==> src/rtl/north_sel_pkg.sv <==
// north_sel_pkg: shared state type, select-width derivation and config decode for north_pad_selector.
package north_sel_pkg;
  typedef enum logic {IDLE, BLANK} state_t;
  localparam int unsigned SEL_W_MAX = 3;
  function automatic int unsigned sel_width(input int unsigned n);
    return (n < 2) ? 1 : $clog2(n);
  endfunction
  // Words below 2*N fold onto the macro range; anything else selects macro 0.
  function automatic logic [7:0] decode(input logic [31:0] cfg, input int unsigned n);
    return (cfg < 2 * n) ? 8'(cfg % n) : 8'd0;
  endfunction
endpackage

==> src/rtl/north_pad_selector_blank_timer.sv <==
// blank_timer: loadable down-counter that saturates at zero and flags done when empty.
module blank_timer #(
  parameter int GUARD = 2,
  localparam int CW = $clog2(GUARD) + 1
) (
  input  logic          clk,
  input  logic          rst,
  input  logic          load,
  input  logic [CW-1:0] load_value,
  output logic [CW-1:0] value,
  output logic          done
);
  always_ff @(posedge clk)
    if (rst) value <= '0;
    else if (load) value <= load_value;
    else if (value != '0) value <= value - 1'b1;
  assign done = value == '0;
endmodule

==> src/rtl/north_pad_selector.sv <==
// north_pad_selector: routes one of N macros to the north pads with break-before-make blanking.
// Optional NORTH_SEL_LOCK_EN adds a sel_lock input that freezes the selection while idle.
module north_pad_selector
  import north_sel_pkg::*;
#(
  parameter int N = 4,
  parameter int W = 10,
  parameter int CFG_W = 4,
  parameter int GUARD = 2,
  localparam int SW = sel_width(N),
  localparam int CW = $clog2(GUARD) + 1
) (
  input  logic                clk,
  input  logic                rst,
`ifdef NORTH_SEL_LOCK_EN
  input  logic                sel_lock,
`endif
  input  logic                cfg_valid,
  input  logic [CFG_W-1:0]    cfg_data,
  output logic                cfg_ready,
  input  logic [N-1:0][W-1:0] north_o,
  input  logic [N-1:0][W-1:0] north_oe,
  output logic [W-1:0]        north_o_selected,
  output logic [W-1:0]        north_oe_selected,
  output logic [SW-1:0]       sel,
  output logic                busy
);
  state_t        state;
  logic [SW-1:0] pending, target;
  logic [CW-1:0] value;
  logic          lock, load, done, blank;
`ifdef NORTH_SEL_LOCK_EN
  assign lock = sel_lock;
`else
  assign lock = 1'b0;
`endif
  assign target    = SW'(decode(32'(cfg_data), N));
  assign cfg_ready = (state == IDLE) && !lock;
  assign load      = cfg_ready && cfg_valid && (target != sel);
  assign blank     = rst || (state == BLANK);
  // A nonzero count only exists inside BLANK, so this is the same as the state flag.
  assign busy      = (state == BLANK) || (value != '0);
  assign north_o_selected  = blank ? '0 : north_o[sel];
  assign north_oe_selected = blank ? '0 : north_oe[sel];
  blank_timer #(.GUARD(GUARD)) u_timer (
    .clk(clk), .rst(rst), .load(load), .load_value(CW'(GUARD - 1)), .value(value), .done(done)
  );
  always_ff @(posedge clk)
    if (rst) begin
      state   <= IDLE;
      sel     <= '0;
      pending <= '0;
    end else if (state == IDLE) begin
      if (load) begin
        pending <= target;
        state   <= BLANK;
      end
    end else if (done) begin
      sel   <= pending;
      state <= IDLE;
    end
endmodule

==> config.mk <==
export PLATFORM = sky130hd
export DESIGN_NAME = north_pad_selector
export DESIGN_NICKNAME = d
export VERILOG_FILES = /design/src/rtl/north_sel_pkg.sv /design/src/rtl/north_pad_selector_blank_timer.sv /design/src/rtl/north_pad_selector.sv
export SDC_FILE = /design/constraint.sdc
export NUM_CORES = 1
export LEC_CHECK = 0
export BUFFER_PORTS_ARGS = -buffer_cell sky130_fd_sc_hd__buf_2
export CORE_MARGIN = 2
export CORE_UTILIZATION = 37
export CTS_BUF_LIST = sky130_fd_sc_hd__clkbuf_16
export CTS_CLUSTER_DIAMETER = 40
export DETAILED_ROUTE_END_ITERATION = 10
export GPL_TIMING_DRIVEN = 1
export PLACE_DENSITY = 0.87
export SYNTH_ARGS = -nofsm -noshare
export SYNTH_HDL_FRONTEND = slang
export SYNTH_SLANG_ARGS = --single-unit
export TNS_END_PERCENT = 5
==> constraint.sdc <==
create_clock -name clk -period 2.25 [get_ports clk]
set_clock_uncertainty 0.15 [all_clocks]
set_input_delay 0.1125 -clock clk [delete_from_list [all_inputs] [get_ports clk]]
set_output_delay 0.1125 -clock clk [all_outputs]
set_load 0.01 [all_outputs]
Word-level counts from Yosys, hierarchy flattened. Index checks and enable logic that the tools add are counted.

Register bits: 7. Bits of input ports: 87. Output and inout bits: 24. Logic and storage cells: 32.

$add $sub $neg: 1. Magnitude comparators: 2. Equality and inequality tests: 1. Multiplexer cells: 12. Bitwise gates (word level): 1. Reduce and logical (&&, ||, !) cells: 10.

Operator list (count): $bmux 10 s2 (2); $mux 10 (4); $mux 1 (5); $lt 4x4->1 const B (1); $reduce_and 2->1 (2); $reduce_bool 2->1 (2); $lt 2x3->1 const B (1); $logic_and 1x1->1 (2); $logic_not 2->1 (1); $logic_or 1x1->1 (2); $mux 2 (1); $ne 2x2->1 (1); $reduce_or 2->1 (1); $sub 2x1->2 const B (1); $not 1->1 (1).

Longest topological paths before layout.
Word-level depth: 6. Mapped depth: 6.

Hierarchy. From an unflattened synthesis, not the netlist that was laid out.

Cell total of the unflattened synthesis: 93. Area total of the unflattened synthesis: 1017.2 µm².

Modules (own cells, without submodules): north_pad_selector (instances 1, cells an instance 81, area an instance 895.9 µm², seq. area each 100.1 µm²); blank_timer (instances 1, cells an instance 12, area an instance 121.4 µm², seq. area each 40.0 µm²).

Least setup slack after synthesis. Ideal clock, no wire load.

Kind: register to output. From: register sel[0]. To: output north_o_selected[0]. Arrival: 1334 ps. Data required time: 1987 ps. Slack: 654 ps. Cell stages (with the launch flop): 5. Path buffers: 2. Cells stage by stage: dfxtp_1 -> buf_6 -> buf_6 -> mux4_2 -> nor2b_1.

Longest elaborated chain between the ends: 3.

RTL lines: from (decl) (line north_pad_selector.sv:25) `output logic [SW-1:0] sel,`; from (signal assigned) (line north_pad_selector.sv:59) `sel <= pending;`; $bmux 10 s2 (line north_pad_selector.sv:43) `assign north_o_selected = blank ? '0 : north_o[sel];`; $mux 10 (implied by the code) (line north_pad_selector.sv:43); $mux 10 (line north_pad_selector.sv:43); to (decl) (line north_pad_selector.sv:23) `output logic [W-1:0] north_o_selected,`.

Every way passes these cells. The select of a mux whose other input is x is not followed.

Worst setup path after layout.
From: register sel[0]. To: output north_o_selected[4].

Same word-level chain as after synthesis.

==> flow_summary.ini <==
[yosys]
seq_area_frac_synth = 0.143
synth_area_um2 = 981
synth_mux_area_frac = 0.480
synth-xor-area-share = 0.0179
syn_avg_cell_area_um2 = 10.9
syn_inst = 90
synth_fp_nets = 178
yosys.area_share.simple = 0.223
synth_top_family_by_area = multiplexers
synth_cell_types = 23
synthAdderAreaFrac = 0.0128
synth-compound-area-share = 0.0523
ys_warn_count = 0
synth-seq-cells = 7

[sta]
worst_slew_pin_slew_ps = 650
setup_viol = 0
post-route-min-period_ps = 1980
setup_tns_ps = 0
rsz0062_at_grt = no
fmax_mhz = 505
hold_violations = 0
slew_headroom = 0.567
hold_ws_ps = 16.9
period_share = 0.880
finalMaxSlewViolations = 0

[global_route]
grt_start_max_net_pins = 21
grt_pass1_wl_mm = 5.04
grt_antenna_before_repair = 0
grt_overflow = 0
grt_pass1_vias = 1143
grt_usage = 0.204

[critical_path]
critPathCapture = north_o_selected[4]
crit_start = sel[0]
reg2reg_slack_ps = 650
reg2reg_depth = 5
r2r_end = u_timer.value[1]
crit_type = flop to output port
endpoint_kind = output port
setup.worst_path.start_class = flop
cp.arrival_ps = 1720
regToRegStartpoint = sel[1]
crit_fanout = 16
critPathRequiredTime_ps = 1990

[power]
power.density_nw_per_um2 = 462
pwr-share-seq = 0.208
peakVddDrop_mv = 0.579
p_leak_uw = 0.000798
pwr-share-clk = 0.393
swShare = 0.281
p_sw_uw = 211
internal-power_uw = 539
p_comb_frac = 0.399

[cells_and_area]
instances_no_fill = 229
drive_gt1_frac = 0.688
antenna_cells = 0
syn_to_final_growth_pct = 65.6
fin_nets = 288

[route]
drt_pass1_iterations = 4
wl_per_cell_um = 13.8
vias_per_cell = 5.05
drt-total-wl_mm = 3.16
vias = 1156
dr.first_iter.drc_count = 35
drcViolationCount = 0
final_antenna_net_count = 0

[place]
dp_hpwl_mm = 2.69
place_inst = 224
gp_congestion = 0.777
io_buffers = 109

[floorplan]
io-pin-count = 111
rows = 18
die-height_um = 55.5
die_w_um = 55.5
core_um2 = 2500
start_util = 0.392
die_area_um2 = 3080

[clocking]
numClockSinks = 7
cts_buffer_depth = 2
clock_tree.root_cell = clkbuf_16
cts_max_level = 1
cts_made_buffers = 3
cts_post_setup_buffers_inserted = 0
clk_latency_ps = 230
clk_pin_slew_ps = 40
cts_tree = done

[worst_hold_path]
hold_path.class = input pin to flop

[status]
outcome = finished, final reports clean

[flow_run]
max-cap-violations = 0
==> Yosys cell counts <==
cell type	count	area [um^2]
or2_0	1	6.26
nor2_1	3	11.3
nand3_1	2	10.0
a31oi_1	1	6.26
and3b_1	1	8.76
nor2b_1	20	125
xnor2_1	1	8.76
clkbuf_1	4	15.0
a21oi_1	4	20.0
o21ai_1	1	5.00
inv_1	3	11.3
buf_6	3	33.8
mux2i_1	2	20.0
o21ai_0	1	5.00
ha_1	1	12.5
nand2_1	7	26.3
nand2b_1	3	18.8
dfxtp_1	7	140
mux4_2	20	450
and4bb_1	1	12.5
buf_2	2	10.0
o2111ai_2	1	15.0
xor2_1	1	8.76
==> power groups by stage <==
| stage | Sequential (uW) | Clock (uW) | Combinational (uW) |
|---|---|---|---|
| floorplan | 156 | 0 | 171 |
| finish | 156 | 295 | 299 |
| CTS | 157 | 297 | 300 |
| detailed placement | 159 | 0 | 297 |
| global placement | 157 | 0 | 290 |
| global route | 159 | 306 | 330 |
==> cells by family (layout without fill, tap and decap cells) <==
kind of cell,Yosys count,in the layout
AO/OA/AOI/OAI,8,8
adder cells (fa/ha/maj),1,1
AND/OR/NAND/NOR,38,38
buffers and inverters,12,121
flip-flops,7,7
XOR/XNOR,2,2
multiplexers,22,22
==> layer usage <==
layer	vias to the layer above	track usage	share of wire
met1	538	0.223	0.36
li1	556	-	-
met2	53	0.376	0.55
met3	9	0.0445	0.077
met5	-	0	0
met4	0	0.0836	0.021
==> metrics by stage <==
step | worst slack (ps) | utilization | power [uW] | cell area, um^2
2_1_floorplan | 654 | - | 327 | 981
3_3_place_gp | 440 | 0.614 | 447 | 1540
3_5_place_dp | 436 | 0.614 | 456 | 1540
4_1_cts | 42.9 | 0.650 | 754 | 1620
5_1_grt | 191 | 0.650 | 795 | 1620
6_report | 269 | 0.650 | 750 | 1620
==> worst min-delay path by stage <==
stage / cells past startpoint / start / to
3_5_place_dp: 2 / rst / state
3_3_place_gp: 2 / rst / state
5_1_grt: 3 / cfg_data[1] / pending[1]
6_report: 3 / cfg_data[1] / pending[1]
4_1_cts: 3 / cfg_data[1] / pending[1]
2_1_floorplan: 2 / cfg_data[0] / pending[0]
==> placed cells by master (no fill, tap or decap), drive strengths merged, types with 2 or more instances in the layout <==
| cell | n |
|---|---|
| a21oi | 4 |
| nor2 | 3 |
| nand2b | 3 |
| nor2b | 20 |
| o21ai | 2 |
| dfxtp | 7 |
| inv | 4 |
| mux4 | 20 |
| nand3 | 2 |
| nand2 | 7 |
| mux2i | 2 |
| buf | 113 |
| clkbuf | 3 |
==> registers in the layout, summed over array words and instances, names as in the netlist <==
signal	flops
pending	2
sel	2
u_timer.value	2
state	1
==> worst max-delay path, cell delays in order, from the launching register on <==
cell and delay, ps:
dfxtp_1 320, buf_4 300, mux4_2 550, nor2b_1 150
buf_2 170
==> layout make-up <==
type                            count  area (um^2)
Sequential cell                     7          140
Timing Repair Buffer              114          586
Tap cell                           30         37.5
Clock inverter                      1         3.75
Multi-Input combinational cell     71          771
Inverter                            3         11.3
Clock buffer                        3         75.1
Fill cell                         216          876
==> timing repair <==
| action | CTS | global route |
|---|---|---|
| gates resized for setup | 0 | 1 |
| setup endpoints to repair | 0 | 20 |
| hold buffers | 1 | 0 |
| hold endpoints to repair | 3 | 0 |
(Power assumes the default switching activity.)
